### src/rtl/hilo_pkg.sv
// Shared types and constants for the HI/LO sequencer: FSM states, default
// unit latencies and the mult/div op select encoding.
package hilo_pkg;

  localparam int DATA_W       = 32;
  localparam int MULT_LAT_DEF = 33;
  localparam int DIV_LAT_DEF  = 33;

  localparam logic OP_MULT = 1'b0;
  localparam logic OP_DIV  = 1'b1;

  typedef enum logic [1:0] {
    IDLE    = 2'd0,
    RUN     = 2'd1,
    CAPTURE = 2'd2
  } hilo_state_t;

endpackage

### src/rtl/hilo_if.sv
// CPU-side bus of the HI/LO unit: operation requests, mthi/mtlo writes,
// mfhi/mflo read values and status pulses.
interface hilo_if;
  import hilo_pkg::*;

  logic              op_start;
  logic              op_div;
  logic              divisor_zero;
  logic              mthi;
  logic              mtlo;
  logic [DATA_W-1:0] wr_data;
  logic [DATA_W-1:0] hi_out;
  logic [DATA_W-1:0] lo_out;
  logic              busy;
  logic              done;
  logic              div0_exc;
  logic              wr_conflict;

  modport master (
    output op_start, op_div, divisor_zero, mthi, mtlo, wr_data,
    input  hi_out, lo_out, busy, done, div0_exc, wr_conflict
  );

  modport slave (
    input  op_start, op_div, divisor_zero, mthi, mtlo, wr_data,
    output hi_out, lo_out, busy, done, div0_exc, wr_conflict
  );
endinterface

### src/rtl/hilo_op_timer.sv
// Loadable down-counter for fixed-latency units without a done signal;
// expire flags the last counted cycle (count == 1).
module hilo_op_timer #(
  parameter int CNT_W = 6
) (
  input  logic             clk,
  input  logic             reset,
  input  logic             load,
  input  logic [CNT_W-1:0] load_val,
  input  logic             en,
  output logic             expire
);

  logic [CNT_W-1:0] cnt;

  always_ff @(posedge clk) begin
    if (reset)
      cnt <= '0;
    else if (load)
      cnt <= load_val;
    else if (en && (cnt != '0))
      cnt <= cnt - CNT_W'(1);
  end

  assign expire = (cnt == CNT_W'(1));

endmodule

### src/rtl/hilo_unit.sv
// HI/LO sequencer: launches mult/div, times its fixed latency, captures the
// 64-bit result and serves mthi/mtlo. Optional macro: HILO_BYPASS_EN.
module hilo_unit
  import hilo_pkg::*;
#(
  parameter int MULT_LATENCY = MULT_LAT_DEF,
  parameter int DIV_LATENCY  = DIV_LAT_DEF,
  parameter int CNT_W        = 6
) (
  input  logic              clk,
  input  logic              reset,
  hilo_if.slave             bus,
  input  logic [DATA_W-1:0] mul_hi,
  input  logic [DATA_W-1:0] mul_lo,
  input  logic [DATA_W-1:0] div_hi,
  input  logic [DATA_W-1:0] div_lo,
  output logic              mul_start,
  output logic              div_start
);

  localparam logic [CNT_W-1:0] MULT_LV = CNT_W'(MULT_LATENCY);
  localparam logic [CNT_W-1:0] DIV_LV  = CNT_W'(DIV_LATENCY);

  hilo_state_t       state, state_nxt;
  logic              op_q;
  logic [DATA_W-1:0] hi_q, lo_q;
  logic [DATA_W-1:0] res_hi, res_lo;
  logic              launch, div0, capture, wr_acc, conflict, expire;
  logic              done_q, div0_q, conflict_q;

  hilo_op_timer #(.CNT_W(CNT_W)) u_timer (
    .clk      (clk),
    .reset    (reset),
    .load     (launch),
    .load_val ((bus.op_div == OP_DIV) ? DIV_LV : MULT_LV),
    .en       (state == RUN),
    .expire   (expire)
  );

  assign res_hi = (op_q == OP_DIV) ? div_hi : mul_hi;
  assign res_lo = (op_q == OP_DIV) ? div_lo : mul_lo;

  always_comb begin
    state_nxt = state;
    launch    = 1'b0;
    div0      = 1'b0;
    capture   = 1'b0;
    wr_acc    = 1'b0;
    conflict  = 1'b0;
    unique case (state)
      IDLE: begin
        if (bus.op_start) begin
          // A zero divisor never reaches the divider; only the exception fires.
          if (bus.op_div && bus.divisor_zero) begin
            div0 = 1'b1;
          end else begin
            launch    = 1'b1;
            state_nxt = RUN;
          end
        end
      end
      RUN:     if (expire) state_nxt = CAPTURE;
      CAPTURE: begin
        capture   = 1'b1;
        state_nxt = IDLE;
      end
      default: state_nxt = IDLE;
    endcase
    if (bus.mthi || bus.mtlo) begin
      if ((state == IDLE) && !bus.op_start) wr_acc   = 1'b1;
      else                                  conflict = 1'b1;
    end
  end

  // Control and HI/LO registers; reset clears HI/LO and aborts any operation.
  always_ff @(posedge clk) begin
    if (reset) begin
      state      <= IDLE;
      op_q       <= OP_MULT;
      mul_start  <= 1'b0;
      div_start  <= 1'b0;
      done_q     <= 1'b0;
      div0_q     <= 1'b0;
      conflict_q <= 1'b0;
      hi_q       <= '0;
      lo_q       <= '0;
    end else begin
      state      <= state_nxt;
      mul_start  <= launch && (bus.op_div == OP_MULT);
      div_start  <= launch && (bus.op_div == OP_DIV);
      done_q     <= capture;
      div0_q     <= div0;
      conflict_q <= conflict;
      if (launch) op_q <= bus.op_div;
      if (capture) begin
        hi_q <= res_hi;
        lo_q <= res_lo;
      end else if (wr_acc) begin
        if (bus.mthi) hi_q <= bus.wr_data;
        if (bus.mtlo) lo_q <= bus.wr_data;
      end
    end
  end

  assign bus.busy        = (state != IDLE);
  assign bus.done        = done_q;
  assign bus.div0_exc    = div0_q;
  assign bus.wr_conflict = conflict_q;

`ifdef HILO_BYPASS_EN
  assign bus.hi_out = capture ? res_hi : (wr_acc && bus.mthi) ? bus.wr_data : hi_q;
  assign bus.lo_out = capture ? res_lo : (wr_acc && bus.mtlo) ? bus.wr_data : lo_q;
`else
  assign bus.hi_out = hi_q;
  assign bus.lo_out = lo_q;
`endif

endmodule

### src/flat_wrapper.sv
// flat-port wrapper written by rule: the top's interface ports become plain ports
module hilo_unit_flat import hilo_pkg::*;
#(
  parameter int MULT_LATENCY = MULT_LAT_DEF,
  parameter int DIV_LATENCY  = DIV_LAT_DEF,
  parameter int CNT_W        = 6
)
  (clk, reset, mul_hi, mul_lo, div_hi, div_lo, mul_start, div_start, bus_op_start, bus_op_div, bus_divisor_zero, bus_mthi, bus_mtlo, bus_wr_data, bus_hi_out, bus_lo_out, bus_busy, bus_done, bus_div0_exc, bus_wr_conflict);
  hilo_if bus_i ();
  input  logic clk;
  input  logic reset;
  input  logic [DATA_W-1:0] mul_hi;
  input  logic [DATA_W-1:0] mul_lo;
  input  logic [DATA_W-1:0] div_hi;
  input  logic [DATA_W-1:0] div_lo;
  output logic mul_start;
  output logic div_start;
  input wire logic [$bits(bus_i.op_start)-1:0] bus_op_start;
  input wire logic [$bits(bus_i.op_div)-1:0] bus_op_div;
  input wire logic [$bits(bus_i.divisor_zero)-1:0] bus_divisor_zero;
  input wire logic [$bits(bus_i.mthi)-1:0] bus_mthi;
  input wire logic [$bits(bus_i.mtlo)-1:0] bus_mtlo;
  input wire logic [$bits(bus_i.wr_data)-1:0] bus_wr_data;
  output wire logic [$bits(bus_i.hi_out)-1:0] bus_hi_out;
  output wire logic [$bits(bus_i.lo_out)-1:0] bus_lo_out;
  output wire logic [$bits(bus_i.busy)-1:0] bus_busy;
  output wire logic [$bits(bus_i.done)-1:0] bus_done;
  output wire logic [$bits(bus_i.div0_exc)-1:0] bus_div0_exc;
  output wire logic [$bits(bus_i.wr_conflict)-1:0] bus_wr_conflict;
  assign bus_i.op_start = bus_op_start;
  assign bus_i.op_div = bus_op_div;
  assign bus_i.divisor_zero = bus_divisor_zero;
  assign bus_i.mthi = bus_mthi;
  assign bus_i.mtlo = bus_mtlo;
  assign bus_i.wr_data = bus_wr_data;
  assign bus_hi_out = bus_i.hi_out;
  assign bus_lo_out = bus_i.lo_out;
  assign bus_busy = bus_i.busy;
  assign bus_done = bus_i.done;
  assign bus_div0_exc = bus_i.div0_exc;
  assign bus_wr_conflict = bus_i.wr_conflict;
  hilo_unit #(.MULT_LATENCY(MULT_LATENCY), .DIV_LATENCY(DIV_LATENCY), .CNT_W(CNT_W)) u_core (.clk(clk), .reset(reset), .bus(bus_i), .mul_hi(mul_hi), .mul_lo(mul_lo), .div_hi(div_hi), .div_lo(div_lo), .mul_start(mul_start), .div_start(div_start));
endmodule
### config.mk
export PLATFORM = sky130hd
export DESIGN_NAME = hilo_unit_flat
export DESIGN_NICKNAME = d
export VERILOG_FILES = /design/src/rtl/hilo_pkg.sv /design/src/rtl/hilo_if.sv /design/src/rtl/hilo_op_timer.sv /design/src/rtl/hilo_unit.sv /design/src/flat_wrapper.sv
export SDC_FILE = /design/constraint.sdc
export NUM_CORES = 1
export LEC_CHECK = 0
export CAP_MARGIN = 20
export CORE_MARGIN = 1
export CORE_UTILIZATION = 33
export CTS_CLUSTER_DIAMETER = 30
export CTS_CLUSTER_SIZE = 30
export DETAILED_ROUTE_END_ITERATION = 8
export HOLD_SLACK_MARGIN = 0.06
export PLACE_DENSITY = 0.82
export SYNTH_ARGS = -nofsm -noshare
export SYNTH_HDL_FRONTEND = slang
export SYNTH_HIERARCHICAL = 1
export SYNTH_SLANG_ARGS = --single-unit
### constraint.sdc
create_clock -name clk -period 2 [get_ports clk]
set_input_delay 0.4 -clock clk [delete_from_list [all_inputs] [get_ports clk]]
set_output_delay 0.4 -clock clk [all_outputs]
set_load 0.005 [all_outputs]
* Word-level counts from Yosys, hierarchy flattened
Cells that the tools add are included.
** Storage, ports and cells
- Output and inout bits :: 70
- Flip-flop bits (word level) :: 78
** Operators by class
- Reductions and logical operators :: 20
- Eq/ne operators :: 6
- Multiplexer cells :: 22
- Add/subtract/negate cells :: 1
- Bitwise gates (word level) :: 4
** Operators with widths (count)
- $mux 32 :: 8
- $mux 6 :: 2
- $reduce_bool 2->1 :: 5
- $mux 1 :: 8
- $eq 6x1->1 const B :: 1
- $mux 2 :: 3
- $reduce_bool 6->1 :: 1
- $sub 6x1->6 const B :: 1
- $logic_and 1x1->1 :: 5
- $ne 2x2->1 const B :: 2
- $not 1->1 :: 4
- $pmux 2 s2 :: 1
- $reduce_and 2->1 :: 2
- $reduce_or 2->1 :: 2
- $reduce_and 3->1 :: 1
- $reduce_or 3->1 :: 1
- $eq 2x1->1 const B :: 1
- $eq 2x2->1 const B :: 1
- $logic_not 2->1 :: 1
- $ne 2x1->1 const B :: 1
- $logic_not 1->1 :: 1
- $logic_or 1x1->1 :: 1

* Longest topological paths before layout
- Word-level depth :: 6
- Mapped depth :: 7
- Depth with buffers taken out :: 5

* Cells and area by module
Netlist, hierarchy kept.
** Modules (own cells, without submodules)
- hilo_unit :: instances 1, area an instance 3333.2 µm², cells each 325, seq. area each 1441.4 µm²
- hilo_op_timer :: instances 1, area an instance 412.9 µm², cells each 49, seq. area each 120.1 µm²

* Least setup slack after synthesis
No wires, ideal clock.
- Path type :: register to register
- From :: reg u_core.state[0]
- To :: reg u_core.u_timer.cnt[5]
- Setup time :: 0.091 ns
- Data arrival time :: 1.910 ns
- Required time :: 1.909 ns
- Path slack :: -0.001 ns
- Cell stages (with the launch flop) :: 6
- Cell sequence :: dfxtp_1 > buf_2 > nor2b_1 > or4b_4 > or4b_1 > a311oi_1
** On the way
- Cells in the longest elaborated chain, start to end :: 3
- Elaborated cells between the ends (all ways) :: 6
- Those cells by class :: eq/ne (1); mux (2); reduce/logical (3)
** RTL lines
- start: declaration :: line hilo_unit.sv:24 : hilo_state_t state, state_nxt;
- start signal: assignment :: line hilo_unit.sv:88 : state <= state_nxt;
- $logic_not 2->1 / $eq 2x1->1 (equally long branches) :: line hilo_unit.sv:50, hilo_unit.sv:36
- $mux 1 / $logic_and 1x1->1 (equally long branches) :: line hilo_unit.sv:50, hilo_op_timer.sv:21
- $mux 6 / $reduce_bool 2->1 (equally long branches)
- end signal: assignment :: line hilo_op_timer.sv:20 : cnt <= load_val;
- end signal: assignment :: line hilo_op_timer.sv:22 : cnt <= cnt - CNT_W'(1);
- end: declaration :: line hilo_op_timer.sv:14 : logic [CNT_W-1:0] cnt;
Several ways; a longest one is shown, not always the timed one.
A chain may end at the register's enable or synchronous reset.

* Final worst setup path
- From :: reg u_core.u_timer.cnt[4]
- To :: reg u_core.u_timer.cnt[1]
** On the way
- Cells in the longest elaborated chain, start to end :: 2
** RTL lines
- $reduce_bool 6->1 :: line hilo_op_timer.sv:21 : else if (en && (cnt != '0))
- $logic_and 1x1->1 :: line hilo_op_timer.sv:21
No other way between the ends.

==> impl_metrics.env <==
export IMPL_grt_max_degree=36
export IMPL_final_setup_tns_ps=0
export IMPL_met1_usage_pct=23.8
export IMPL_die_width_um=109
export IMPL_cts_hold_buf=0
export IMPL_synth_largest_area_cell="dfxtp_1"
export IMPL_cts_clk_slew_worst_paths_ps=60
export IMPL_fin_nets=789
export IMPL_fin_worst_skew_ps=8.30
export IMPL_clk_latency_ps=330
export IMPL_powerDensity_mw_per_mm2=637
export IMPL_setup_viol=0
export IMPL_cp_slowest_cell="nor4_1"
export IMPL_hold_viol=0
export IMPL_firstDrtPassIters=4
export IMPL_multi_input_area_mm2=0.00199
export IMPL_max_stage_delay_ps=860
export IMPL_reg2reg_depth=3
export IMPL_clockBufferDepth=2
export IMPL_yosys_cell_types_count=42
export IMPL_slew_headroom_pct=34.0
export IMPL_diodes=0
export IMPL_wl_per_cell_um=17.4
export IMPL_worstPathCellList="nor4_1 > a21boi_0 > o221ai_1"
export IMPL_antenna_found_initial=0
export IMPL_io_pins=237
export IMPL_hold_path_class="reg2reg"
export IMPL_drtIter0Drc=181
export IMPL_holdWs_ps=484
export IMPL_top_usage_layer="met2"
export IMPL_core_area_mm2=0.0109
export IMPL_drive_above_1_share_pct=8.33
export IMPL_path_buf_inv=0
export IMPL_numCtsBuffers=9
export IMPL_regArea_mm2=0.00157
export IMPL_critPathRequiredTime_ps=2240
export IMPL_wirelength_um=13300
export IMPL_crit_path_max_fanout=6
export IMPL_critical_path_arrival_ps=2160
export IMPL_yosys_area_top_type_share_pct=41.7
export IMPL_met2_usage_pct=40.3
export IMPL_drc=0
export IMPL_maxCapViolations=0
export IMPL_syn_inst=374
export IMPL_ir_drop_mv=0.401
export IMPL_syn2layout_area_growth_pct=79.0
export IMPL_rsz0062_at_grt="false"
export IMPL_synth_edf_count=0
export IMPL_cp_end_kind="flip-flop"
export IMPL_hpwlAfterDp_um=10200
export IMPL_synth_most_common_cell="dfxtp_1"
export IMPL_fmax_mhz=520
export IMPL_overflow=0
export IMPL_synth_common_cells="78 x dfxtp_1, 73 x nor2_1, 64 x a221o_1, 64 x mux2i_1, 18 x buf_2"
export IMPL_initial_core_util_pct=34.3
export IMPL_period_needed_ps=1920
export IMPL_clockRootBuffer="clkbuf_16"
export IMPL_synthArstFlopShare_pct=0
export IMPL_r2r_start="u_core/u_timer/cnt[4]"
export IMPL_ant_nets=0
export IMPL_rows=38
export IMPL_crit_type="reg2reg"
export IMPL_synth_seq_cells=78
export IMPL_cp_num_cells=3
export IMPL_dr_total_vias=4016
export IMPL_crit_start="u_core/u_timer/cnt[4]"
export IMPL_h_tree_depth=3
export IMPL_grt_util_met3_pct=5.36
export IMPL_cp_top_family="simple AND/OR/NAND/NOR gates"
export IMPL_period_share_pct=96.2
export IMPL_grt_pass1_wl_um=20000
export IMPL_synth_avg_cell_area_um2=10.0
export IMPL_r2r_end="u_core/u_timer/cnt[1]"
export IMPL_first_global_vias=4090
export IMPL_crit_end="u_core/u_timer/cnt[1]"
export IMPL_numPortBuffers=236
export IMPL_yosysWarnings=6
export IMPL_place_congestion=0.864
export IMPL_worst_pin_slew_ps=981
export IMPL_synth_area_mm2=0.00375
export IMPL_ys_seq_area_share_pct=41.7
export IMPL_status="complete, no violations"
export IMPL_p_leak_nw=2.51
export IMPL_cts_tree="yes"
export IMPL_synth_area_leaders="dfxtp_1 42%, a221o_1 17%, mux2i_1 17%, nor2_1 7.3%, buf_2 2.4%"
export IMPL_power_mw=4.27
export IMPL_gr_usage_all_layers_pct=21.9
export IMPL_die_area_mm2=0.0118
export IMPL_cp_start_kind="flip-flop"
export IMPL_synth_main_ff_cell="dfxtp_1"
export IMPL_drv_slew=0
export IMPL_routed_via_density=5.26
export IMPL_die_h_um=109
export IMPL_numClockSinks=78
export IMPL_fin_util_pct=61.3
export IMPL_rrSetupSlack_ps=80
export IMPL_fillers=906
report_power, final:
part	internal, mW	switching [mW]
logic	0.657	0.366
registers	1.65	0.0787
clock network	0.853	0.669
total	3.16	1.11
through the flow:
stage                     setup slack (ps)  cell area (um^2)  std cells
after global routing                  48.5              6710        764
after global placement               -59.5              6410        746
after CTS                             12.1              6690        762
after detailed placement              -144              6410        746
after floorplan                       75.1              3760        378
final                                 76.0              6710        764
routing by layer:
metal | wire, um | vias to the layer above
met2 | 6920 | 164
met5 | 0 | -
li1 | - | 1907
met1 | 5110 | 1920
met4 | 398 | 0
met3 | 879 | 25
repair_timing:
action                                  CTS  global route
endpoints found under the setup margin    0             1
resized for setup                         0             1
setup buffers                             0             2
state kept, by name (all words and copies together) (netlist names):
signal                  count
u_core/state                2
u_core/bus.done             1
u_core/div_start            1
u_core/bus.wr_conflict      1
u_core/u_timer/cnt          6
u_core/bus.lo_out          32
u_core/op_q                 1
u_core/bus.hi_out          32
u_core/bus.div0_exc         1
u_core/mul_start            1
worst min-delay path by stage:
stage,start,end,slack (ps),cells past startpoint
final,u_core/bus.hi_out[27],u_core/bus.hi_out[27],480,1
after global routing,u_core/bus.hi_out[27],u_core/bus.hi_out[27],500,1
after CTS,u_core/bus.lo_out[24],u_core/bus.lo_out[24],490,1
after detailed placement,u_core/bus.hi_out[29],u_core/bus.hi_out[29],470,1
after global placement,u_core/bus.lo_out[19],u_core/bus.lo_out[19],470,1
after floorplan,bus_divisor_zero,u_core/div_start,470,1
worst register-to-register path, cell delays in order (launching register included):
cell and delay (ps):
dfxtp_1 350, nor4_1 860, a21boi_0 340, o221ai_1 280
logic make-up (layout without fill, tap and decap cells):
logic type / count (synthesis) / count (layout) / share of synthesized area [%]
and+or+nand+nor: 101 / 101 / 12.2
AOI/OAI and AO/OA: 85 / 85 / 21.7
DFF: 78 / 78 / 41.7
muxes: 64 / 64 / 17.1
buffers and inverters: 41 / 287 / 6.08
adders and majority gates: 3 / 3 / 1.00
other: 2 / 6 / 0.200
cell type report:
cell class,count,share of cell area [%]
timing repair buffer,262,39.6
clock buffer,9,3.36
multi-input combinational,259,29.7
inverter,9,0.504
clock inverter,7,0.821
tap,140,2.61
sequential,78,23.3
cells in the final DEF, fill, tap and decap left out, types with 2 or more instances in the layout:
cell type,count
dfxtp_1,77
nor4_1,2
a211oi_4,2
nand2_1,3
nor2_1,73
o211ai_1,3
nor2b_1,2
a311oi_1,2
clkbuf_16,9
inv_1,9
a221oi_1,2
clkdlybuf4s50_1,236
conb_1,6
clkinvlp_4,2
nor3_1,6
inv_6,3
buf_4,18
ha_1,3
buf_12,8
or3_1,2
and2_1,3
mux2i_1,64
a221o_1,64
a21oi_1,3
or3b_2,2
No activity file was read; power rests on OpenSTA's default activity.
